==> src/rtl/btn_evt_pkg.sv <==
// Shared encodings for the button event sequencer.
// Latency: n/a (types and constants only).
// Backpressure: n/a.
package btn_evt_pkg;

    // FSM state encoding, 2 bits wide.
    typedef enum logic [1:0] {
        IDLE   = 2'd0,
        PRESS1 = 2'd1,
        WAIT2  = 2'd2,
        HOLD   = 2'd3
    } state_e;

    // Event code used internally to pick at most one pulse per cycle.
    typedef enum logic [1:0] {
        EVT_NONE   = 2'd0,
        EVT_SHORT  = 2'd1,
        EVT_LONG   = 2'd2,
        EVT_DOUBLE = 2'd3
    } evt_e;

endpackage

==> src/rtl/tick_counter.sv <==
// Tick-qualified counter with sync clear and a terminal-count strobe.
// Latency: term is combinational from cnt/tick; cnt updates one clock later.
// Backpressure: none; tick is a free-running strobe.
//
// Ports: clk/rst (async active-low), clr (sync clear, wins over tick),
//        tick (count enable), limit (terminal value), term (cnt==limit-1 && tick).
module tick_counter #(
    parameter int CNT_W = 11
) (
    input  logic             clk,
    input  logic             rst,
    input  logic             clr,
    input  logic             tick,
    input  logic [CNT_W-1:0] limit,
    output logic             term
);

    logic [CNT_W-1:0] cnt;

    always_ff @(posedge clk or negedge rst) begin
        if (!rst) begin
            cnt <= '0;
        end else if (clr) begin
            cnt <= '0;
        end else if (tick) begin
            cnt <= cnt + CNT_W'(1);
        end
    end

    assign term = tick && (cnt == (limit - CNT_W'(1)));

endmodule

==> src/rtl/btn_event_ctrl.sv <==
// Turns a debounced button level into short/long/double-click pulses.
// Latency: each pulse is registered, one clock after its qualifying edge/tick.
// Backpressure: none; pulses are fire-and-forget, one clock wide.
//
// Ports: clk_100Mhz, rst (async active-low), tick (1 ms strobe), btn_db (level),
//        short_press / long_press / double_click (pulses), busy (state != IDLE).
// Optional build macro BTN_EVT_REPEAT_EN: long_press auto-repeats every
// REPEAT_MS ticks while a long press is held.
module btn_event_ctrl
    import btn_evt_pkg::*;
#(
    parameter int LONG_MS   = 1000,
    parameter int DCLICK_MS = 300,
`ifdef BTN_EVT_REPEAT_EN
    parameter int REPEAT_MS = 200,
`endif
    parameter int CNT_W     = 11
) (
    input  logic clk_100Mhz,
    input  logic rst,
    input  logic tick,
    input  logic btn_db,
    output logic short_press,
    output logic long_press,
    output logic double_click,
    output logic busy
);

    localparam logic [CNT_W-1:0] LONG_LIM   = CNT_W'(LONG_MS);
    localparam logic [CNT_W-1:0] DCLICK_LIM = CNT_W'(DCLICK_MS);
`ifdef BTN_EVT_REPEAT_EN
    localparam logic [CNT_W-1:0] REPEAT_LIM = CNT_W'(REPEAT_MS);
`endif

    logic btn_q;
    logic primed;
    logic rise;
    logic fall;

    state_e           state;
    state_e           state_nxt;
    evt_e             evt_nxt;
    logic             cnt_clr;
    logic [CNT_W-1:0] limit;
    logic             term;

`ifdef BTN_EVT_REPEAT_EN
    logic rep_flag;
    logic rep_flag_nxt;
`endif

    // btn_q comes out of reset as 0; primed masks the first cycle after reset
    // so a button already held across reset is not mistaken for a fresh press.
    always_ff @(posedge clk_100Mhz or negedge rst) begin
        if (!rst) begin
            btn_q  <= 1'b0;
            primed <= 1'b0;
        end else begin
            btn_q  <= btn_db;
            primed <= 1'b1;
        end
    end

    assign rise = primed &  btn_db & ~btn_q;
    assign fall = primed & ~btn_db &  btn_q;

    tick_counter #(
        .CNT_W (CNT_W)
    ) u_tick_counter (
        .clk   (clk_100Mhz),
        .rst   (rst),
        .clr   (cnt_clr),
        .tick  (tick),
        .limit (limit),
        .term  (term)
    );

    always_comb begin
        state_nxt = state;
        evt_nxt   = EVT_NONE;
        cnt_clr   = 1'b0;
        limit     = LONG_LIM;
`ifdef BTN_EVT_REPEAT_EN
        rep_flag_nxt = rep_flag;
`endif
        case (state)
            IDLE: begin
                // Nothing to time here; hold the counter at zero.
                cnt_clr = 1'b1;
                if (rise) begin
                    state_nxt = PRESS1;
                end
            end
            PRESS1: begin
                limit = LONG_LIM;
                // Release wins over a coincident final tick.
                if (fall) begin
                    state_nxt = WAIT2;
                end else if (term) begin
                    evt_nxt   = EVT_LONG;
                    state_nxt = HOLD;
`ifdef BTN_EVT_REPEAT_EN
                    rep_flag_nxt = 1'b1;
`endif
                end
            end
            WAIT2: begin
                limit = DCLICK_LIM;
                // Second press wins over a coincident final tick.
                if (rise) begin
                    evt_nxt   = EVT_DOUBLE;
                    state_nxt = HOLD;
`ifdef BTN_EVT_REPEAT_EN
                    rep_flag_nxt = 1'b0;
`endif
                end else if (term) begin
                    evt_nxt   = EVT_SHORT;
                    state_nxt = IDLE;
                end
            end
            HOLD: begin
`ifdef BTN_EVT_REPEAT_EN
                limit = REPEAT_LIM;
                if (fall) begin
                    state_nxt = IDLE;
                end else if (!rep_flag) begin
                    cnt_clr = 1'b1;
                end else if (term && btn_db) begin
                    // Restart the repeat period after each re-pulse.
                    evt_nxt = EVT_LONG;
                    cnt_clr = 1'b1;
                end
`else
                cnt_clr = 1'b1;
                if (fall) begin
                    state_nxt = IDLE;
                end
`endif
            end
            default: begin
                state_nxt = IDLE;
            end
        endcase
        if (state_nxt != state) begin
            cnt_clr = 1'b1;
        end
    end

    always_ff @(posedge clk_100Mhz or negedge rst) begin
        if (!rst) begin
            state        <= IDLE;
            short_press  <= 1'b0;
            long_press   <= 1'b0;
            double_click <= 1'b0;
            busy         <= 1'b0;
        end else begin
            state        <= state_nxt;
            short_press  <= (evt_nxt == EVT_SHORT);
            long_press   <= (evt_nxt == EVT_LONG);
            double_click <= (evt_nxt == EVT_DOUBLE);
            busy         <= (state_nxt != IDLE);
        end
    end

`ifdef BTN_EVT_REPEAT_EN
    always_ff @(posedge clk_100Mhz or negedge rst) begin
        if (!rst) begin
            rep_flag <= 1'b0;
        end else begin
            rep_flag <= rep_flag_nxt;
        end
    end
`endif

endmodule

==> config.mk <==
export PLATFORM = sky130hd
export DESIGN_NAME = btn_event_ctrl
export DESIGN_NICKNAME = d
export VERILOG_FILES = /design/src/rtl/btn_evt_pkg.sv /design/src/rtl/tick_counter.sv /design/src/rtl/btn_event_ctrl.sv
export SDC_FILE = /design/constraint.sdc
export NUM_CORES = 1
export LEC_CHECK = 0
export CORE_MARGIN = 4
export CORE_UTILIZATION = 45
export CTS_CLUSTER_SIZE = 16
export DETAILED_ROUTE_END_ITERATION = 16
export DONT_BUFFER_PORTS = 1
export GPL_TIMING_DRIVEN = 0
export PLACE_DENSITY = 0.59
export SLEW_MARGIN = 0
export SYNTH_ARGS = -nofsm -noshare
export SYNTH_HDL_FRONTEND = slang
export SYNTH_HIERARCHICAL = 1
export SYNTH_SLANG_ARGS = --single-unit
==> constraint.sdc <==
create_clock -name clk_100Mhz -period 3.27 [get_ports clk_100Mhz]
set_input_delay 0.654 -clock clk_100Mhz [delete_from_list [all_inputs] [get_ports clk_100Mhz]]
set_output_delay 0.654 -clock clk_100Mhz [all_outputs]
set_load 0.05 [all_outputs]
==> impl_results.md, run 1 <==
- Placed cells: 224
- Total Die Area: 4190 µm²
- Synth Area in Compound Gates: 0.128
- Switching Share: 0.417
- Largest cells by area after synthesis: dfrtp_1 (33%), xor2_1 (7.9%), ha_1 (5.2%), xnor2_1 (4.8%), nor2_1 (4.4%)
- Clock skew: 0.0119 ns
- Yosys cell types: 45
- WP data required: 3.46 ns
- P_int: 552 µW
- Fillcell total: 273
- ANT cells: 0
- Net Sw Power: 394 µW
- EDFF count, synth: 0
- Core ar.: 3080 µm²
- Combinational family with the most area after synthesis: simple AND/OR/NAND/NOR gates
- 1st-iter DRT viols: 88
- Synth top area share: 0.328
- Fmax: 311 MHz
- Seq/Total Area, Yosys: 0.328
- Pins over their slew limit: 0
- H-tree lvl count: 1
- Crit path DAT: 3.40 ns
- Post-synthesis simple-gate area fraction: 0.308
- Power Total: 946 µW
- Via density: 5.16
- Cts-stage hold buffer count: 0
- Nets@finish: 211
- CP startpoint: state[0]$_DFF_PN0_
- Minimum clock period: 3.21 ns
- Initial antenna violation count: 0
- Hpwl dp: 2180 µm
- Mapped Area: 1450 µm²
- # IOs: 8
- Number of global-route vias before repair: 1,159
- Final Hold Vio Count: 0
- Tcrit/Tclk final: 0.982
- Antenna-violating nets left: 0
- TritonCTS Buffers: 3
- Dominant cell type by area after synthesis: dfrtp_1
- Layout Cells excl Fill: 244
- Clk buf depth: 2
- Worst-path clk slew: 0.11 ns
- Site Rows: 20
- Commonest non-fill, non-tap cell in the layout: conb_1
- Crit. End Element: flip-flop
- Avg Synthesized Cell Area: 9.29 µm²
- Worst setup SP type: flip-flop
- CTS tree: done
- RSZ-0062 raised after global routing: true
- Ys async rst share: 1.00
- Post-Synth Adder-Cell Area: 0.0518
- Drt pass-1 iters: 4
- Flops & latches, synth: 19
- Share of layout cells above drive strength 1: 0.215
- DRC: 0
- Power per cell area: 512 nW/µm²
- WS Path Type: flip-flop to flip-flop
- Post-Synth XOR/XNOR Area: 0.127
- Clock latency on the worst-skew pair: 0.30 ns
- Routed len/inst: 12.7 µm
- Worst slack, placed: -0.679 ns
- Chip Width: 64.7 µm
- Largest net degree at the start of global routing: 20
- Initial Util: 0.471
- First-pass GRT wire length: 5410 µm
- Final setup fails: 0
- Clock power frac: 0.122
- Routability-driven placement congestion ratio: 0.811
- Worst hold path class: input pin to asynchronous set/reset pin
- Cells after Synth: 156
- CTS root buf: clkbuf_4
- Overflow after GRT: 0
- Mux contribution to synthesized area: 0.0276
- Maxcap violations: 0
- Layout area overhead: 27.4%
- Yosys warns: 6
- Crit path max fanout: 5
- Total number of vias: 1,260
- Seq pwr share: 0.331
- Combinational power share: 0.547
- Final wirelength: 3100 µm
- Most frequent cells in the layout: conb_1 (26), dfrtp_1 (17), nor2_1 (15), buf_4 (15), xor2_1 (13)
- Port Buf Inserts: 0
- Final WS setup: 0.0591 ns
- Die Ht: 64.7 µm
- R2R Path Start: state[0]$_DFF_PN0_
- Max VDD drop: 0.000433 V
- Final core utilization: 0.600
- Leak Pwr: 0.000822 µW
- Gr usage total: 0.163
- Primary FF master, synth: dfrtp_1
- Status: finished clean
- CTS sink count: 19
## power groups by stage
| stage | clock, µW | sequential [µW] | combinational (µW) |
|---|---|---|---|
| 6_report | 116 | 313 | 517 |
| 5_1_grt | 132 | 317 | 568 |
| 4_1_cts | 120 | 310 | 476 |
| 3_5_place_dp | 0 | 323 | 350 |
| 3_3_place_gp | 0 | 322 | 345 |
| 2_1_floorplan | 0 | 314 | 293 |
## area by class of cell
type | instances | area (µm²) | share of cell area
Buffer | 3 | 22.5 | 0.0122
Clock buffer | 4 | 26.3 | 0.0142
Inverter | 6 | 25.0 | 0.0136
Multi-Input combinational cell | 152 | 1110 | 0.603
Sequential cell | 19 | 478 | 0.259
Tap cell | 44 | 55.1 | 0.0298
Timing Repair Buffer | 16 | 126 | 0.0685
## through the flow
step	TNS (ns)	cell area, µm²	hold slack (ns)
after floorplan	0	1560	0.358
after global placement	-6.91	1610	0.359
after detailed placement	-7.43	1610	0.359
after CTS	0	1780	0.0284
after global routing	-1.11	1850	0.00843
final	0	1850	0.0322
## per-layer routing
layer	vias to the layer above	routed length, µm	GRT usage
met3	4	140	0.0433
met4	0	23	0.00792
met1	603	1520	0.230
li1	622	-	-
met2	31	1420	0.261
met5	-	0	0
## flip-flops by register name, summed over array words and instances, names as in the netlist
signal / count
double_click: 1
long_press: 1
u_tick_counter/cnt: 11
state: 2
short_press: 1
btn_q: 1
busy: 1
primed: 1
## Yosys cell counts, types with 2 or more instances
| cell type | instances |
|---|---|
| a21oi_1 | 3 |
| and2_1 | 3 |
| and3_1 | 3 |
| clkbuf_1 | 2 |
| conb_1 | 2 |
| dfrtp_1 | 19 |
| ha_1 | 6 |
| inv_1 | 6 |
| mux2i_1 | 4 |
| nand2_1 | 11 |
| nand2b_1 | 3 |
| nand3_1 | 10 |
| nand3b_1 | 3 |
| nand4_1 | 6 |
| nand4b_1 | 3 |
| nor2_1 | 17 |
| nor2b_1 | 3 |
| nor3_1 | 2 |
| nor3b_1 | 3 |
| nor4_4 | 2 |
| o21ai_1 | 2 |
| xnor2_1 | 8 |
| xor2_1 | 13 |
## kinds of logic (layout without fill, tap and decap cells)
group | Yosys count | after routing
AOI/OAI and AO/OA | 21 | 21
and+or+nand+nor | 74 | 74
other | 2 | 26
buffers and inverters | 9 | 29
adders and majority gates | 6 | 6
DFF | 19 | 19
muxes | 4 | 4
xor gates and xnor gates | 21 | 21
## path summary, 6_finish.rpt
check	endpoint	slack (ns)	depth (start not counted)
setup reg to reg	u_tick_counter/cnt[4]$_DFFE_PN0P_	0.06	14
max in group asynchronous	state[1]$_DFF_PN0_	3.14	0
min in group clk_100Mhz	btn_q$_DFF_PN0_	0.39	0
hold / removal	u_tick_counter/cnt[7]$_DFFE_PN0P_	0.03	0
hold reg to reg	u_tick_counter/cnt[10]$_DFFE_PN0P_	0.58	2
setup / recovery	u_tick_counter/cnt[4]$_DFFE_PN0P_	0.06	14
## what timing repair did
item	CTS	global route
buffers inserted	10	5
setup endpoints to repair	14	11
resized for setup	13	8
pin swaps	8	10
cloned	1	0
## worst max-delay path, stage by stage (launching register included)
cell and delay, ns:
dfrtp_2 0.41, inv_4 0.05, ha_4 0.18, nor3_4 0.22, xnor2_1 0.14, nand4_1 0.12
or4_4 0.55, a2111oi_4 0.23, nand2_1 0.14, o21bai_4 0.20, and2_4 0.16, o211a_1 0.22
o221ai_2 0.22, clkbuf_8 0.21, nor2_1 0.05
Power figures use the tool's default switching activity.
==> run 2, diff against run 1 <==
--- a/config.mk
+++ b/config.mk
@@ -5,6 +5,7 @@
 export SDC_FILE = /design/constraint.sdc
 export NUM_CORES = 1
 export LEC_CHECK = 0
+export ABC_CLOCK_PERIOD_IN_PS = 3270
 export CORE_MARGIN = 4
 export CORE_UTILIZATION = 45
 export CTS_CLUSTER_SIZE = 16
@@ -17,3 +18,4 @@
 export SYNTH_HDL_FRONTEND = slang
 export SYNTH_HIERARCHICAL = 1
 export SYNTH_SLANG_ARGS = --single-unit
+export TNS_END_PERCENT = 10
==> run 2 against run 1 <==
  * Sequential power about the same
  * Clock-buffer cell count unchanged
  * Non-clock buffer count down 2
  * Critical path depth unchanged
  * Global-route usage unchanged
  * Worst setup slack worse by 0.0017 ns
  * Final cell count down 0.82%
  * First-iteration DRC count up 5.7%
  * Utilization down 0.81 points
  * Total power down 1.8%
==> impl_results.md, run 2 (synthesis gave the netlist of run 1 again) <==
- Worst setup SP type: flip-flop
- Nets@finish: 209 (-0.95%)
- Port Buf Inserts: 0 (unchanged)
- Final Hold Vio Count: 0 (unchanged)
- Site Rows: 20 (unchanged)
- Clock latency on the worst-skew pair: 0.30 ns (about the same)
- Placed cells: 224 (unchanged)
- H-tree lvl count: 1 (unchanged)
- Worst hold path class: input pin to asynchronous set/reset pin
- Clk buf depth: 2 (unchanged)
- Reg-to-reg endpoint: u_tick_counter/cnt[4]$_DFFE_PN0P_
- Total number of vias: 1,241 (-1.5%)
- Pins over their slew limit: 0 (unchanged)
- Initial Util: 0.471 (unchanged)
- Status: finished clean
- Minimum clock period: 3.21 ns (+0.00167 ns)
- Drt pass-1 iters: 4 (unchanged)
- Largest regs: u_tick_counter/cnt: 11 flops, state: 2 flops
- Crit. End Element: flip-flop
- First-pass GRT wire length: 5410 µm (unchanged)
- Final wirelength: 3100 µm (+0.19%)
- WHS: 0.0311 ns (-0.00113 ns)
- Grt met1 use: 0.230 (unchanged)
- Total Die Area: 4190 µm² (unchanged)
- Net Sw Power: 386 µW (-2.1%)
- 1st-iter DRT viols: 93 (+5.7%)
- Hpwl dp: 2180 µm (unchanged)
- R2R depth: 14 (unchanged)
- Clock power frac: 0.125 (+0.003)
- Number of global-route vias before repair: 1,159 (unchanged)
- Cts-stage hold buffer count: 0 (unchanged)
- CP startpoint: state[0]$_DFF_PN0_
- Combinational power share: 0.538 (-0.009)
- Layout Cells excl Fill: 242 (-0.82%)
- Leak Pwr: 0.000814 µW (-0.98%)
- Largest net degree at the start of global routing: 20 (unchanged)
- Max VDD drop: 0.000433 V (about the same)
- CTS tree: done
- Overflow after GRT: 0 (unchanged)
- Tcrit/Tclk final: 0.982 (about the same)
- Setup Total Neg Slack: 0 ns (unchanged)
- Most frequent cells in the layout: conb_1 (26), nor2_1 (17), dfrtp_1 (17), buf_4 (13), xor2_1 (13)
- Reg with most FFs: u_tick_counter/cnt
- ANT cells: 0 (unchanged)
- Number of cells on the critical path: 14 (unchanged)
- Routability-driven placement congestion ratio: 0.811 (unchanged)
- Design area: 1820 µm² (-1.4%)
- CTS root buf: clkbuf_4
- Share of layout cells above drive strength 1: 0.197 (-0.0180)
- Gr usage total: 0.163 (unchanged)
- Clock skew: 0.0115 ns (-0.000412 ns)
- WS Path Type: flip-flop to flip-flop
- Worst-path clk slew: 0.11 ns (about the same)
- Critical path endpoint: u_tick_counter/cnt[4]$_DFFE_PN0P_
- Crit path max fanout: 5 (unchanged)
- DRC: 0 (unchanged)
- Layout area overhead: 25.6%
- GR Util met3: 0.0433 (unchanged)
- Met2 Resource Use GR: 0.261 (unchanged)
- P_int: 543 µW (-1.5%)
- WP data required: 3.46 ns (about the same)
- Power Total: 929 µW (-1.8%)
- # IOs: 8 (unchanged)
- R2R Path Start: state[0]$_DFF_PN0_
- Switching Share: 0.415 (-0.00151)
- Chip Width: 64.7 µm (unchanged)
- WP buf/inv: 2 (unchanged)
- TritonCTS Buffers: 3 (unchanged)
- Routed len/inst: 12.8 µm (+1.0%)
- Initial antenna violation count: 0 (unchanged)
- CTS sink count: 19 (unchanged)
- Power per cell area: 510 nW/µm² (-0.40%)
- Maxcap violations: 0 (unchanged)
- RSZ-0062 raised after global routing: true
- Post-DP Area: 1610 µm² (unchanged)
- Slowest cell on the critical path: or4_4
- Crit path DAT: 3.40 ns (about the same)
- Via density: 5.13 (-0.69%)
- Most crowded layer after global routing: met2
- Final setup fails: 0 (unchanged)
- Core ar.: 3080 µm² (unchanged)
- Cell Chain, Critical Path: inv_4 > ha_4 > nor3_4 > xnor2_1 > nand4_1 > or4_4 > a2111oi_4 > nand2_1 > o21bai_4 > and2_4 > o211a_1 > o221ai_2 > clkbuf_8 > nor2_1
- Seq pwr share: 0.336 (+0.005)
- Antenna-violating nets left: 0 (unchanged)
- Commonest non-fill, non-tap cell in the layout: conb_1
- Fmax: 311 MHz (about the same)
- Die Ht: 64.7 µm (unchanged)
- Max reg flops: 11 (unchanged)
- R2r setup slk: 0.06 ns (about the same)
- Delay-heaviest family, CP: simple AND/OR/NAND/NOR gates
- Max stage delay on crit path: 0.55 ns (about the same)
run 2: how the worst min path moves through the flow:
| stage | end | slack, ns |
|---|---|---|
| after floorplan | btn_q$_DFF_PN0_ | 0.36 |
| final | u_tick_counter/cnt[7]$_DFFE_PN0P_ | 0.03 |
| after CTS | state[0]$_DFF_PN0_ | 0.03 |
| after global routing | state[1]$_DFF_PN0_ | 0.008 |
| after global placement | u_tick_counter/cnt[10]$_DFFE_PN0P_ | 0.36 |
| after detailed placement | u_tick_counter/cnt[10]$_DFFE_PN0P_ | 0.36 |
run 2: power by group through the flow:
stage	clock network [µW]	registers, µW	logic, µW
after floorplan	0	314	293
after global placement	0	322	345
after detailed placement	0	323	350
after CTS	120	310	476
after global routing	132	317	550
final	117	312	500
run 2: layer usage:
metal | wire, µm | share of wire
met1 | 1540 | 0.50
met2 | 1400 | 0.45
met3 | 133 | 0.043
met4 | 23 | 0.0074
met5 | 0 | 0
run 2: repair_timing:
action,4_1_cts,5_1_grt
buffers inserted,10,3
pin swaps,8,9
endpoints found under the hold margin,0,0
endpoints found under the setup margin,14,11
gates resized for setup,13,5
cloned,1,0
run 2: stage by stage:
stage,worst slack (ns),utilization
floorplan,0.0195,-
global placement,-0.636,0.524
detailed placement,-0.679,0.524
CTS,0.0315,0.578
global route,-0.129,0.591
finish,0.0574,0.591
run 2: layout make-up:
cell class,count,area [µm²]
fillers,274,1260
multi-input cells,152,1100
flip-flops and latches,19,478
repair buffers,14,111
well taps,44,55.1
clock buffers,4,26.3
inverters,6,25.0
plain buffers,3,22.5
==> run 3, diff against run 2 <==
==> constraint.sdc (replaced) <==
create_clock -name clk_100Mhz -period 3.27 [get_ports clk_100Mhz]
set_input_delay 0.4905 -clock clk_100Mhz [delete_from_list [all_inputs] [get_ports clk_100Mhz]]
set_output_delay 0.4905 -clock clk_100Mhz [all_outputs]
set_load 0.05 [all_outputs]
==> run 3 against run 2 <==
  * Total power increased by 0.60%
  * Hold slack improved by 0.19 ns
  * Register-to-register slack about the same
  * Fmax increased by 0.37%
  * Combinational power increased by 1%
  * Worst setup slack improved by 0.012 ns
  * Final cell count increased by 0.41%
  * First-iteration DRC count decreased by 4.3%
  * Wire length about the same
  * Clock skew decreased by 0.00076 ns
  * Global-route usage about the same
  * Largest cell class unchanged
  * Highest routed layer unchanged
==> impl_results.md, run 3 (synthesis gave the netlist of run 1 again) <==
- Status: finished clean
- CTS tree: done
- Minimum clock period: 3.20 ns (-0.0118 ns)
- Slew @ Worst Pin: 0.822 ns
- Site Rows: 20 (unchanged)
- Via density: 5.14 (+0.31%)
- Worst hold path class: input pin to flip-flop
- Initial antenna violation count: 0 (unchanged)
- Initial Util: 0.471 (unchanged)
- Placed cells: 224 (unchanged)
- R2R Path Start: state[0]$_DFF_PN0_
- Fmax: 312 MHz (+0.37%)
- Max stage delay on crit path: 0.55 ns (about the same)
- Fillcell total: 273 (-0.36%)
- Worst setup SP type: flip-flop
- Nets@finish: 210 (+0.48%)
- Worst-path clk slew: 0.11 ns (about the same)
- Reg-to-reg endpoint: u_tick_counter/cnt[4]$_DFFE_PN0P_
- Clock latency on the worst-skew pair: 0.30 ns (about the same)
- ANT cells: 0 (unchanged)
- Slowest cell on the critical path: or4_4
- Pins over their slew limit: 0 (unchanged)
- RSZ-0062 raised after global routing: true
- Cell Chain, Critical Path: inv_4 > ha_4 > nor3_4 > xnor2_1 > nand4_1 > or4_4 > a2111oi_4 > nand2_1 > o21bai_4 > and2_4 > o211a_1 > o221ai_2 > clkbuf_8 > nor2_1
- WP buf/inv: 2 (unchanged)
- Hold EP: btn_q$_DFF_PN0_
- Largest regs: u_tick_counter/cnt: 11 flops, state: 2 flops
- Power per cell area: 511 nW/µm² (about the same)
- Leak Pwr: 0.000818 µW (+0.51%)
- Max VDD drop: 0.000433 V (about the same)
- Max reg flops: 11 (unchanged)
- First-pass GRT wire length: 5420 µm (+0.26%)
- WS Path Type: flip-flop to flip-flop
- Final Hold Vio Count: 0 (unchanged)
- Routed len/inst: 12.8 µm (-0.48%)
- Antenna-violating nets left: 0 (unchanged)
- Final wirelength: 3100 µm (about the same)
- Commonest non-fill, non-tap cell in the layout: conb_1
- Total number of vias: 1,250 (+0.73%)
- R2R depth: 14 (unchanged)
- Maxcap violations: 0 (unchanged)
- CTS root buf: clkbuf_4
- Layout Cells excl Fill: 243 (+0.41%)
- Worst rel slew slack: 0.451
- Crit. End Element: flip-flop
- Hold path start: btn_db
- Total Die Area: 4190 µm² (unchanged)
- Chip Width: 64.7 µm (unchanged)
- Port Buf Inserts: 0 (unchanged)
- CTS sink count: 19 (unchanged)
- Routability-driven placement congestion ratio: 0.811 (unchanged)
- Die Ht: 64.7 µm (unchanged)
- WP data required: 3.46 ns (about the same)
- Reg with most FFs: u_tick_counter/cnt
- Power Total: 935 µW (+0.60%)
- Clk buf depth: 2 (unchanged)
- # IOs: 8 (unchanged)
- WHS: 0.220 ns (+0.189 ns)
- Clock skew: 0.0108 ns (-0.000758 ns)
- Delay-heaviest family, CP: simple AND/OR/NAND/NOR gates
- Hpwl dp: 2180 µm (unchanged)
- Tcrit/Tclk final: 0.979 (-0.00361)
- Most frequent cells in the layout: conb_1 (26), nor2_1 (17), dfrtp_1 (17), buf_4 (13), xor2_1 (13)
- Core ar.: 3080 µm² (unchanged)
- R2r setup slk: 0.07 ns (about the same)
- TritonCTS Buffers: 3 (unchanged)
- 1st-iter DRT viols: 89 (-4.3%)
- Final core utilization: 0.595 (+0.00325)
- Share of layout cells above drive strength 1: 0.196 (-0.000990)
- Final setup fails: 0 (unchanged)
- Gr usage total: 0.163 (+0.000365)
- H-tree lvl count: 1 (unchanged)
- DRC: 0 (unchanged)
- Crit path max fanout: 5 (unchanged)
- Largest net degree at the start of global routing: 20 (unchanged)
- Number of global-route vias before repair: 1,163 (+0.35%)
- Drt pass-1 iters: 4 (unchanged)
- Crit path DAT: 3.39 ns (about the same)
- Worst hold stages: 0
- Overflow after GRT: 0 (unchanged)
- Layout area overhead: 26.3%
## run 3: worst max-delay path by stage
stage / slack, ns / depth (start not counted) / start / to
detailed placement: -0.68 / 14 / state[0]$_DFF_PN0_ / u_tick_counter/cnt[8]$_DFFE_PN0P_
global route: -0.13 / 14 / state[0]$_DFF_PN0_ / u_tick_counter/cnt[6]$_DFFE_PN0P_
CTS: 0.03 / 14 / state[1]$_DFF_PN0_ / u_tick_counter/cnt[4]$_DFFE_PN0P_
global placement: -0.64 / 14 / state[0]$_DFF_PN0_ / u_tick_counter/cnt[3]$_DFFE_PN0P_
floorplan: 0.02 / 14 / state[0]$_DFF_PN0_ / u_tick_counter/cnt[0]$_DFFE_PN0P_
finish: 0.07 / 14 / state[0]$_DFF_PN0_ / u_tick_counter/cnt[4]$_DFFE_PN0P_
## run 3: cell type report
| type | count | area [µm²] | share of cell area |
|---|---|---|---|
| clock buffer | 4 | 26.3 | 0.0144 |
| sequential | 19 | 478 | 0.261 |
| tap | 44 | 55.1 | 0.0301 |
| multi-input combinational | 152 | 1100 | 0.602 |
| timing repair buffer | 15 | 121 | 0.0663 |
| buffer | 3 | 22.5 | 0.0123 |
| inverter | 6 | 25.0 | 0.0137 |
## run 3: layer usage
| metal | part of all wire | track usage | vias to the layer above |
|---|---|---|---|
| met5 | 0 | 0 | - |
| met1 | 0.49 | 0.231 | 591 |
| met3 | 0.041 | 0.0416 | 4 |
| li1 | - | - | 623 |
| met4 | 0.0074 | 0.00792 | 0 |
| met2 | 0.46 | 0.262 | 32 |
## run 3: worst reg2reg max path, delay by kind of cell (launching register included)
kind	cells	cell delay (ns)
buffers and inverters	2	0.26
flip-flops	1	0.41
AO/OA/AOI/OAI	4	0.87
XOR/XNOR	1	0.14
AND/OR/NAND/NOR	6	1.24
adder cells (fa/ha/maj)	1	0.18
## run 3: where the power goes
part | switching, µW | internal, µW | total (µW) | leakage (µW)
registers | 49.1 | 263 | 312 | 0.000253
clock network | 68.8 | 47.5 | 116 | 0.0000150
logic | 272 | 234 | 506 | 0.000550
total | 390 | 544 | 935 | 0.000818
## run 3: timing repair
item / in CTS / in global routing
endpoints found under the setup margin: 14 / 11
gates cloned: 1 / 0
pin swaps: 8 / 9
endpoints found under the hold margin: 19 / 0
gates resized for setup: 13 / 5
setup buffers: 10 / 3
hold buffers: 1 / 0
## run 3: metrics by stage
step	setup slack, ns	setup TNS (ns)	area (µm²)
3_5_place_dp	-0.679	-7.43	1610
4_1_cts	0.0315	0	1790
6_report	0.0692	0	1830
3_3_place_gp	-0.636	-6.91	1610
5_1_grt	-0.129	-1.23	1830
2_1_floorplan	0.0195	0	1560
